## src/rtl/lift_scheduler.sv

```systemverilog
// SCAN lift motion/door controller: serves pending requests in the current direction
// and reverses only when nothing is pending ahead. Optional door hold via DOOR_HOLD_EN.
module lift_scheduler #(
   parameter int unsigned N_FLOORS      = 8,
   parameter int unsigned TRAVEL_CYCLES = 16,
   parameter int unsigned DOOR_CYCLES   = 32
) (
   input  logic                clk,
   input  logic                reset,
   input  logic [N_FLOORS-1:0] i_up_req_queue,
   input  logic [N_FLOORS-1:0] i_dn_req_queue,
   input  logic [N_FLOORS-1:0] i_flr_req_queue,
   output logic [N_FLOORS-1:0] o_flr_pos,
   output logic                o_up_clr,
   output logic                o_dn_clr,
   output logic                o_flr_clr,
   output logic                o_dir_up,
   output logic                o_moving,
   output logic                o_door_open
`ifdef DOOR_HOLD_EN
   ,
   input  logic                i_door_hold
`endif
);

   localparam int unsigned MAX_CYC = (TRAVEL_CYCLES > DOOR_CYCLES) ? TRAVEL_CYCLES : DOOR_CYCLES;
   localparam int unsigned CNT_W   = $clog2(MAX_CYC + 1);

   typedef enum logic [1:0] {S_EVAL, S_MOVE, S_DOOR} state_t;

   state_t              state_q, state_d;
   logic [CNT_W-1:0]    cnt_q, cnt_d;
   logic [N_FLOORS-1:0] flr_pos_q, flr_pos_d;
   logic                dir_up_q, dir_up_d;
   logic                up_clr_q, up_clr_d;
   logic                dn_clr_q, dn_clr_d;
   logic                flr_clr_q, flr_clr_d;
   logic                moving_q, moving_d;
   logic                door_open_q, door_open_d;

   logic                serve_up_c, serve_dn_c;
   logic                door_hold_c;
   logic [N_FLOORS-1:0] pend_c, above_mask_c, below_mask_c;
   logic                above_c, below_c, here_up_c, here_dn_c;

`ifdef DOOR_HOLD_EN
   assign door_hold_c = i_door_hold;
`else
   assign door_hold_c = 1'b0;
`endif

   // Request decode relative to the one-hot car position
   assign pend_c       = i_up_req_queue | i_dn_req_queue | i_flr_req_queue;
   assign above_mask_c = ~((flr_pos_q << 1) - N_FLOORS'(1));
   assign below_mask_c = flr_pos_q - N_FLOORS'(1);
   assign above_c      = |(pend_c & above_mask_c);
   assign below_c      = |(pend_c & below_mask_c);
   assign here_up_c    = |((i_flr_req_queue | i_up_req_queue) & flr_pos_q);
   assign here_dn_c    = |((i_flr_req_queue | i_dn_req_queue) & flr_pos_q);

   always_ff @(posedge clk or negedge reset) begin
      if (!reset) begin
         state_q     <= S_EVAL;
         cnt_q       <= '0;
         flr_pos_q   <= N_FLOORS'(1);
         dir_up_q    <= 1'b1;
         up_clr_q    <= 1'b0;
         dn_clr_q    <= 1'b0;
         flr_clr_q   <= 1'b0;
         moving_q    <= 1'b0;
         door_open_q <= 1'b0;
      end else begin
         state_q     <= state_d;
         cnt_q       <= cnt_d;
         flr_pos_q   <= flr_pos_d;
         dir_up_q    <= dir_up_d;
         up_clr_q    <= up_clr_d;
         dn_clr_q    <= dn_clr_d;
         flr_clr_q   <= flr_clr_d;
         moving_q    <= moving_d;
         door_open_q <= door_open_d;
      end
   end

   always_comb begin
      state_d    = state_q;
      cnt_d      = cnt_q;
      flr_pos_d  = flr_pos_q;
      dir_up_d   = dir_up_q;
      serve_up_c = 1'b0;
      serve_dn_c = 1'b0;
      unique case (state_q)
         S_EVAL: begin
            if (dir_up_q) begin
               if (here_up_c) begin
                  state_d    = S_DOOR;
                  serve_up_c = 1'b1;
               end else if (above_c) begin
                  state_d = S_MOVE;
               end else if (here_dn_c) begin
                  dir_up_d   = 1'b0;
                  state_d    = S_DOOR;
                  serve_dn_c = 1'b1;
               end else if (below_c) begin
                  dir_up_d = 1'b0;
                  state_d  = S_MOVE;
               end
            end else begin
               if (here_dn_c) begin
                  state_d    = S_DOOR;
                  serve_dn_c = 1'b1;
               end else if (below_c) begin
                  state_d = S_MOVE;
               end else if (here_up_c) begin
                  dir_up_d   = 1'b1;
                  state_d    = S_DOOR;
                  serve_up_c = 1'b1;
               end else if (above_c) begin
                  dir_up_d = 1'b1;
                  state_d  = S_MOVE;
               end
            end
         end
         S_MOVE: begin
            if (cnt_q == CNT_W'(TRAVEL_CYCLES - 1)) begin
               cnt_d     = '0;
               state_d   = S_EVAL;
               flr_pos_d = dir_up_q ? (flr_pos_q << 1) : (flr_pos_q >> 1);
            end else begin
               cnt_d = cnt_q + CNT_W'(1);
            end
         end
         S_DOOR: begin
            if (door_hold_c) begin
               cnt_d = '0;
            end else if (cnt_q == CNT_W'(DOOR_CYCLES - 1)) begin
               cnt_d   = '0;
               state_d = S_EVAL;
            end else begin
               cnt_d = cnt_q + CNT_W'(1);
            end
         end
         default: begin
            state_d = S_EVAL;
            cnt_d   = '0;
         end
      endcase
   end

   // Status flags track the next state; clear strobes mark entry into DOOR
   always_comb begin
      up_clr_d    = serve_up_c;
      dn_clr_d    = serve_dn_c;
      flr_clr_d   = serve_up_c | serve_dn_c;
      moving_d    = (state_d == S_MOVE);
      door_open_d = (state_d == S_DOOR);
   end

   assign o_flr_pos   = flr_pos_q;
   assign o_dir_up    = dir_up_q;
   assign o_up_clr    = up_clr_q;
   assign o_dn_clr    = dn_clr_q;
   assign o_flr_clr   = flr_clr_q;
   assign o_moving    = moving_q;
   assign o_door_open = door_open_q;

endmodule
```

## config.mk

```make
export PLATFORM = sky130hd
export DESIGN_NAME = lift_scheduler
export DESIGN_NICKNAME = d
export VERILOG_FILES = /design/src/rtl/lift_scheduler.sv
export SDC_FILE = /design/constraint.sdc
export NUM_CORES = 1
export LEC_CHECK = 0
export CAP_MARGIN = 5
export CORE_MARGIN = 5
export CORE_UTILIZATION = 53
export CTS_CLUSTER_SIZE = 40
export DETAILED_ROUTE_END_ITERATION = 10
export GPL_TIMING_DRIVEN = 1
export PLACE_DENSITY_LB_ADDON = 0.3
export SLEW_MARGIN = 20
export SYNTH_ARGS = -nofsm -noshare
export SYNTH_HDL_FRONTEND = slang
export SYNTH_SLANG_ARGS = --single-unit
```

## constraint.sdc

```tcl
create_clock -name clk -period 4.6 [get_ports clk]
set_input_delay 0.92 -clock clk [delete_from_list [all_inputs] [get_ports clk]]
set_output_delay 0.92 -clock clk [all_outputs]
set_load 0.1 [all_outputs]
```

Word-level counts from Yosys, hierarchy flattened:

Cells that the tools add are included.

* bits in registers: 22
* latch bits: 0
* RAM bits: 0
* bits in read-only memories: 0
* bits of input ports: 26
* output and inout port bits: 14
* word-level logic and storage cells: 69
* memories: 0

* $add $sub $neg: 3
* multipliers: 0
* div/mod/pow operators: 0
* magnitude comparators: 0
* equality and inequality tests: 6
* shift operators: 0
* muxes and demuxes: 35
* bitwise operators: 10
* reduce and logical (&&, ||, !) cells: 6

Operators by type and width (number)
* AND 8 bit: 4
* bitwise OR 8 bit: 4
* OR reduction 8 bit: 4
* two-way mux 2 bit: 11
* two-way mux 1 bit: 19
* case mux 6 bit (3 select lines): 1
* subtractor 8 x 1 -> 8 bit, second input constant: 2
* two-way mux 6 bit: 2
* two-way mux 8 bit: 1
* inverter 8 bit: 1
* adder 6 x 1 -> 6 bit, second input constant: 1
* == test 6 x 4 -> 1 bit, second input constant: 1
* == test 6 x 5 -> 1 bit, second input constant: 1
* case mux 2 bit (3 select lines): 1
* == test 2 x 1 -> 1 bit, second input constant: 2
* == test 2 bit, second input constant: 2
* zero test 2 bit: 1
* AND reduction 2 bit: 1
* bitwise OR 1 bit: 1

Longest topological paths before layout:

Gate-level depths: netlist of the first run.

* depth after elaboration: 11
* depth in mapped cells: 10
* mapped depth without buffers: 9

Worst setup path after synthesis of the first run:

OpenSTA, ideal clock, no wires.

* path kind: reg2reg
* start point: register flr_pos_q[1] (netlist: o_flr_pos[1])
* end point: register door_open_q (netlist: o_door_open)
* library setup time: 0.068 ns
* data arrival time: 3.077 ns
* data required time: 4.532 ns
* path slack: 1.455 ns
* stages on the path, launching flop included: 11
* path buffers: 1
* clock period less this slack: 3.145 ns
* cells stage by stage: dfrtp_1 -> buf_2 -> inv_1 -> ha_1 -> xor2_1 -> a222oi_1 -> o211ai_1 -> a2111oi_2 -> o211ai_2 -> o221a_1 -> and4bb_1

* word-level cells in the longest chain between the ends: 11
* elaborated cells between the ends (all ways): 22
* those cells by class: add/sub: 2; eq/ne: 1; mux: 10; bitwise: 5; reduce/logical: 4

Ends and longest elaborated chain
* start: declaration: RTL line 33 `logic [N_FLOORS-1:0] flr_pos_q, flr_pos_d;`
* start signal: assignment: RTL line 75 `flr_pos_q <= flr_pos_d;`
* subtractor 8 x 1 -> 8 bit: RTL line 54 `assign above_mask_c = ~((flr_pos_q << 1) - N_FLOORS'(1));`
* inverter 8 bit: RTL line 54
* AND 8 bit: RTL line 56 `assign above_c = |(pend_c & above_mask_c);`
* OR reduction 8 bit: RTL line 56
* two-way mux 2 bit: RTL line 118 `end else if (above_c) begin`
* two-way mux 2 bit: RTL line 114 `end else if (here_up_c) begin`
* two-way mux 2 bit: RTL line 112 `end else if (below_c) begin`
* two-way mux 2 bit: RTL line 109 `if (here_dn_c) begin`
* two-way mux 2 bit *: RTL line 94 `if (dir_up_q) begin`
* case mux 2 bit (3 select lines) *: RTL line 92 `unique case (state_q)`
* == test 2 bit *: RTL line 156 `door_open_d = (state_d == S_DOOR);`
* named net door_open_d: RTL line 39 `logic door_open_q, door_open_d;`
* end signal: assignment: RTL line 81 `door_open_q <= door_open_d;`
* end: declaration: RTL line 39

Mark *: on every way through the listed nets, which the timed path passes. The rest lies on a longest branch.
A chain may end at the register's enable or synchronous reset.

Worst setup path in the final report of the first run:

* start point: input i_flr_req_queue[3]
* end point: register door_open_q (netlist: o_door_open)

* word-level cells in the longest chain between the ends: 10
* elaborated cells between the ends (all ways): 22
* those cells by class: eq/ne: 1; mux: 10; bitwise: 7; reduce/logical: 4

Ends and longest elaborated chain
* start: declaration: RTL line 12 `input logic [N_FLOORS-1:0] i_flr_req_queue,`
* bitwise OR 8 bit: RTL line 53 `assign pend_c = i_up_req_queue | i_dn_req_queue | i_flr_req_queue;`
* AND 8 bit, on equally long branches: RTL line 56, 57
* OR reduction 8 bit, on equally long branches: RTL line 56, 57
* two-way mux 2 bit, on equally long branches: RTL line 118, 104
* two-way mux 2 bit, on equally long branches: RTL line 114, 100
* two-way mux 2 bit, on equally long branches: RTL line 112, 98
* two-way mux 2 bit, on equally long branches: RTL line 109, 95
* two-way mux 2 bit *: RTL line 94
* case mux 2 bit (3 select lines) *: RTL line 92
* == test 2 bit *: RTL line 156
* named net door_open_d: RTL line 39

Marked as above.

==> out/results.ini, run 1 <==
[synthesis]
ys.flop_type=dfrtp_1
ys_types=46
yosysTopAreaCellShare=0.319
syn_area_um2=1570
synth_top_family_by_area=compound AO/OA/AOI/OAI gates
synth_warnings=0
syn_inst=190
synth_xor_xnor_area_share=0.0167
synth_edf_count=0
yosys-top-cells-area=dfrtp_1 (32%), o21ai_0 (8.9%), ha_1 (4.8%), nand2_1 (4.5%), mux2i_1 (4.5%)
synthAdderAreaFrac=0.0478
yosys-top-cells-count=o21ai_0 (28), dfrtp_1 (20), nand2_1 (19)
synth.most_common_cell=o21ai_0
synthMuxAreaShare=0.0446
synth_seq_cells=22
yosysTopAreaCell=dfrtp_1
postSynthNetCount=222
synth-compound-area-share=0.248
seq_area_frac_synth=0.352
synthArstFlopShare=1.00
syn_avg_cell_area_um2=8.26
yosys.area_share.simple=0.244

[sta]
fin_skew_ps=9.52
fin_setup_tns_ps=0
rsz0062_at_grt=false
max_freq_mhz=307
hold_viol_final=0
worst_slew_pin_slew_ps=983
finalCriticalPeriod_ps=3260
timing.final.crit_share=0.709
slew_headroom=0.343
slew_viol_final=0
setup_viol=0

[layout]
layout.nets=257
area_growth_pct=26.8
final_layout_size_suffix_gt1_frac=0.0580
n_antenna_cell=0
fin_area_um2=1990

[setup_path]
max_stage_delay_ps=440
worst_setup_path_start_kind=primary input
crit_type=in2reg
end_kind=register
crit_family=compound AO/OA/AOI/OAI gates
crit_fanout=5
worstPathRequired_ps=4850
slowest_stage=clkdlybuf4s50_1
path_cells=clkdlybuf4s50_1 -> nor3_1 -> o221ai_1 -> a211o_1 -> o311ai_1 -> o211ai_2 -> o221a_1 -> and4bb_1
critPathBufInv=1
arrival_ps=3510

[power]
powerDensity_nw_per_um2=499
vdd_drop_max_mv=0.338
intPower_w=0.000491
p_leak_nw=0.781
pwr-share-comb=0.602
pwr-share-seq=0.290
p_switching_w=0.000502
pwr-share-clk=0.108
switching_share=0.506
power.total_w=0.000993

[die]
die-area_um2=4150
start_util=0.560
rows=19
coreArea_um2=2810
ios=40
fp.dieH_um=64.4
die_w_um=64.4

[drt]
antenna_left=0
first_pass_iters=5
wl_per_cell_um=16.5
drt_iter0_drc=122
viasPerCell=6.24
drc=0
drt_wl_total_um=4220
vias=1592

[placement]
post_dp_cell_area_um2=1960
io_buffers=39
dp_hpwl_um=3300
place.gp.congestion=0.845

[global_route]
grt_use_total=0.219
antenna_found_initial=0
grt_pass1_wl_um=7310
grt_pass1_vias=1618
grt_remaining_overflow=0
grt_max_degree=23

[clock_tree]
post_cts_buffers=0
numClockSinks=22
clk_root_buffer_cell=clkbuf_4
cts_buffers=3
cts_max_path_buffers=2
cts_tree=yes
cts_hold_buffers=0
insertion_delay_ps=320
clkTransAtPathRegs_ps=120
ctsResizeCount=0
htreeDepth=1

[status]
status=complete, no violations

[flow_run]
cap_violations=0

[hold_path]
hp-class=reg2reg

-- kinds of logic after synthesis --
| group | count (synthesis) |
|---|---|
| mux | 7 |
| xor+xnor | 3 |
| fa+ha+maj | 6 |
| compound gates | 61 |
| flops | 22 |
| buf+inv | 18 |
| simple gates | 73 |
-- cell type report --
| cell class | count | area [µm²] |
|---|---|---|
| Inverter | 9 | 33.8 |
| Sequential cell | 22 | 553 |
| Fill cell | 217 | 815 |
| Timing Repair Buffer | 39 | 385 |
| Multi-Input combinational cell | 150 | 943 |
| Clock buffer | 4 | 36.3 |
| Tap cell | 31 | 38.8 |
-- final timing paths --
check,from,end,slack [ps],cells after the start
worst max-delay path,i_flr_req_queue[3],o_door_open$_DFF_PN0_,1340,8
worst min register to register,cnt_q[5]$_DFFE_PN0N_,cnt_q[5]$_DFFE_PN0N_,530,1
min in group asynchronous,reset,o_flr_pos[3]$_DFFE_PN0P_,540,1
worst min-delay path,cnt_q[5]$_DFFE_PN0N_,cnt_q[5]$_DFFE_PN0N_,530,1
worst max register to register,o_flr_pos[0]$_DFFE_PN1P_,o_door_open$_DFF_PN0_,1600,9
max in group asynchronous,reset,o_dir_up$_DFFE_PN1P_,3700,1
-- stage by stage --
stage	utilization	instances	hold slack (ps)	setup WS (ps)
floorplan	-	190	467	1460
global placement	0.698	251	488	1180
detailed placement	0.698	251	509	1090
CTS	0.711	255	526	1400
global route	0.710	255	564	1310
finish	0.710	255	527	1340
-- power by group through the flow --
stage,Clock [W],Combinational (W),Sequential (W)
6_report,0.000107,0.000598,0.000288
4_1_cts,0.000107,0.000594,0.000287
3_3_place_gp,0,0.000568,0.000286
5_1_grt,0.000120,0.000648,0.000296
2_1_floorplan,0,0.000356,0.000384
3_5_place_dp,0,0.000590,0.000291
-- state kept, by name, indices dropped and copies added, names as in the netlist --
| signal | flops |
|---|---|
| cnt_q | 6 |
| o_dir_up | 1 |
| o_dn_clr | 1 |
| o_door_open | 1 |
| o_flr_clr | 1 |
| o_flr_pos | 8 |
| o_moving | 1 |
| o_up_clr | 1 |
| state_q | 2 |
-- layer usage --
layer	global-route usage	wire, µm	up-vias	share of wire
met2	0.375	2130	68	0.51
met3	0.0449	230	10	0.055
li1	-	-	761	-
met4	0.0712	76	0	0.018
met1	0.277	1780	753	0.42
met5	0	0	-	0
-- cells in the final DEF, fill, tap and decap left out, types with 2 or more instances in the layout --
cell type,Yosys,final
nor2_1,14,14
o31ai_1,4,4
nand2_1,19,19
a211o_1,2,2
mux2i_1,7,7
nand4_1,4,4
clkdlybuf4s50_1,0,38
o211ai_1,2,2
dfrtp_1,20,20
inv_1,9,9
and3_1,3,3
or3_1,6,6
o21ai_0,28,28
nor3_2,2,2
nor2b_1,4,4
a211oi_1,2,2
ha_1,6,6
clkbuf_4,0,3
dfstp_2,2,2
nor3_1,8,8
a21oi_1,10,10
nand3_1,5,5
xnor2_1,2,2
No activity file was read; power rests on OpenSTA's default activity.
==> run 2, diff against run 1 <==
--- a/config.mk
+++ b/config.mk
@@ -7,7 +7,7 @@
 export LEC_CHECK = 0
 export CAP_MARGIN = 5
 export CORE_MARGIN = 5
-export CORE_UTILIZATION = 53
+export CORE_UTILIZATION = 49
 export CTS_CLUSTER_SIZE = 40
 export DETAILED_ROUTE_END_ITERATION = 10
 export GPL_TIMING_DRIVEN = 1
==> constraint.sdc (replaced) <==
create_clock -name clk -period 3.1 [get_ports clk]
set_input_delay 0.62 -clock clk [delete_from_list [all_inputs] [get_ports clk]]
set_output_delay 0.62 -clock clk [all_outputs]
set_load 0.1 [all_outputs]
==> out/results.ini, run 2 (synthesized netlist as in run 1, its figures left out) <==
[sta]
setup_viol=0  ; unchanged
slew_headroom=0.636  ; +0.293
max_freq_mhz=351
hold_viol_final=0  ; unchanged
finalCriticalPeriod_ps=2850
timing.final.crit_share=0.919
finalWorstSetupSlack_ps=252  ; -1090 ps
slew_viol_final=0  ; unchanged
rsz0062_at_grt=false
worst_slew_pin_slew_ps=547  ; -436 ps
fin_skew_ps=6.19  ; -3.34 ps

[global_route]
grt_max_degree=23  ; unchanged
grt_pass1_wl_um=6750  ; -7.7%
grt_remaining_overflow=0  ; unchanged
grt_pass1_vias=1604  ; -0.87%
grt_use_total=0.193  ; -0.0257
antenna_found_initial=0  ; unchanged

[layout]
fin_area_um2=2000  ; +0.38%
mostFrequentLayoutCell=o21ai_0
multi_input_area_um2=943  ; unchanged
largest_reg_flops=8  ; unchanged
regArea_um2=554  ; +0.23%
area_growth_pct=27.3
final_layout_size_suffix_gt1_frac=0.132  ; +0.0735
fin_util=0.655  ; -0.0551
n_antenna_cell=0  ; unchanged
final_cell_mix=o21ai_0 (28), clkdlybuf4s50_1 (25), nand2_1 (19), dfrtp_1 (19), buf_4 (18)
fill_cells=287  ; +32%
layout.nets=261  ; +1.6%

[die]
fp.dieH_um=66.6  ; +3.4%
start_util=0.514  ; -0.0454
die_w_um=66.6  ; +3.4%
ios=40  ; unchanged
coreArea_um2=3050  ; +8.8%
die-area_um2=4440  ; +6.9%
rows=20  ; +1

[setup_path]
crit_fanout=9  ; +4
worst_setup_path_start_kind=register
worstPathRequired_ps=3340  ; -1510 ps
critPathLaunch=o_flr_pos[0]$_DFFE_PN1P_
crit_family=compound AO/OA/AOI/OAI gates
arrival_ps=3090  ; -420 ps
critPathBufInv=1  ; unchanged
slowest_stage=dfstp_2
path_cells=inv_1 -> ha_1 -> xor2_1 -> a222oi_1 -> o211ai_1 -> a2111oi_2 -> o211ai_2 -> o221a_1 -> and4bb_1
crit_type=reg2reg
max_stage_delay_ps=650  ; +210 ps
r2r_start=o_flr_pos[0]$_DFFE_PN1P_
end_kind=register
r2r_slack_ps=250  ; -1350 ps

[power]
power.total_w=0.00145  ; +46%
p_leak_nw=0.819  ; +4.8%
vdd_drop_max_mv=0.433  ; +28%
powerDensity_nw_per_um2=724  ; +45%

[clock_tree]
numClockSinks=22  ; unchanged
ctsResizeCount=0  ; unchanged
post_cts_buffers=0  ; unchanged
cts_tree=yes
cts_hold_buffers=0  ; unchanged
cts_max_path_buffers=2  ; unchanged
insertion_delay_ps=300  ; -20 ps
clk_root_buffer_cell=clkbuf_4
htreeDepth=1  ; unchanged
clkTransAtPathRegs_ps=120  ; about the same
cts_buffers=3  ; unchanged

[drt]
drt_wl_total_um=3850  ; -8.7%
vias=1551  ; -2.6%
viasPerCell=5.70  ; -8.7%
drt_iter0_drc=96  ; -21%
antenna_left=0  ; unchanged
wl_per_cell_um=14.2  ; -14%
first_pass_iters=4  ; -1
drc=0  ; unchanged

[placement]
place.gp.congestion=0.894  ; +5.8%
dp_slack_ps=-23.9  ; -1120 ps
post_dp_cell_area_um2=1970  ; +0.64%
io_buffers=39  ; unchanged
dp_hpwl_um=3060  ; -7.3%

[hold_path]
hp-class=reg2reg
min-delay-start=cnt_q[5]$_DFFE_PN0N_

[status]
status=complete, no violations

[flow_run]
cap_violations=0  ; unchanged

==> run 2: final cells by class <==
cell class	instances	area share
repair buffers	43	0.193
multi-input cells	150	0.472
flip-flops and latches	22	0.277
clock buffers	4	0.0131
inverters	9	0.0169
well taps	44	0.0276
==> run 2: path summary, 6_finish.rpt <==
| path | to | cells after the start |
|---|---|---|
| hold reg to reg | cnt_q[5]$_DFFE_PN0N_ | 1 |
| setup / recovery | o_door_open$_DFF_PN0_ | 9 |
| setup reg to reg | o_door_open$_DFF_PN0_ | 9 |
| hold / removal | cnt_q[5]$_DFFE_PN0N_ | 1 |
| min in group asynchronous | cnt_q[3]$_DFFE_PN0N_ | 2 |
| max in group asynchronous | o_dir_up$_DFFE_PN1P_ | 2 |
==> run 2: worst register-to-register path, delay by kind of cell (launching register included) <==
family,cells,cell delay [ps]
AOI/OAI and AO/OA,5,1360
DFF,1,650
and+or+nand+nor,1,260
adders and majority gates,1,240
xor gates and xnor gates,1,180
buffers and inverters,1,100
==> run 2: routing by layer <==
layer	share of wire	wire length, µm	GRT usage
met5	0	0	0
met4	0.023	89	0.0990
met3	0.046	179	0.0253
met2	0.50	1930	0.329
met1	0.43	1650	0.236
==> run 2: report_power, final <==
part           internal [W]  total (W)  switching [W]
clock network     0.0000501   0.000133      0.0000834
registers          0.000336   0.000428      0.0000914
logic              0.000329   0.000886       0.000557
==> run 2: through the flow <==
stage	cells	hold WS [ps]	TNS, ps
4_1_cts	272	535	0
6_report	272	534	0
3_5_place_dp	268	516	-23.9
3_3_place_gp	268	486	0
2_1_floorplan	190	324	0
5_1_grt	272	563	0
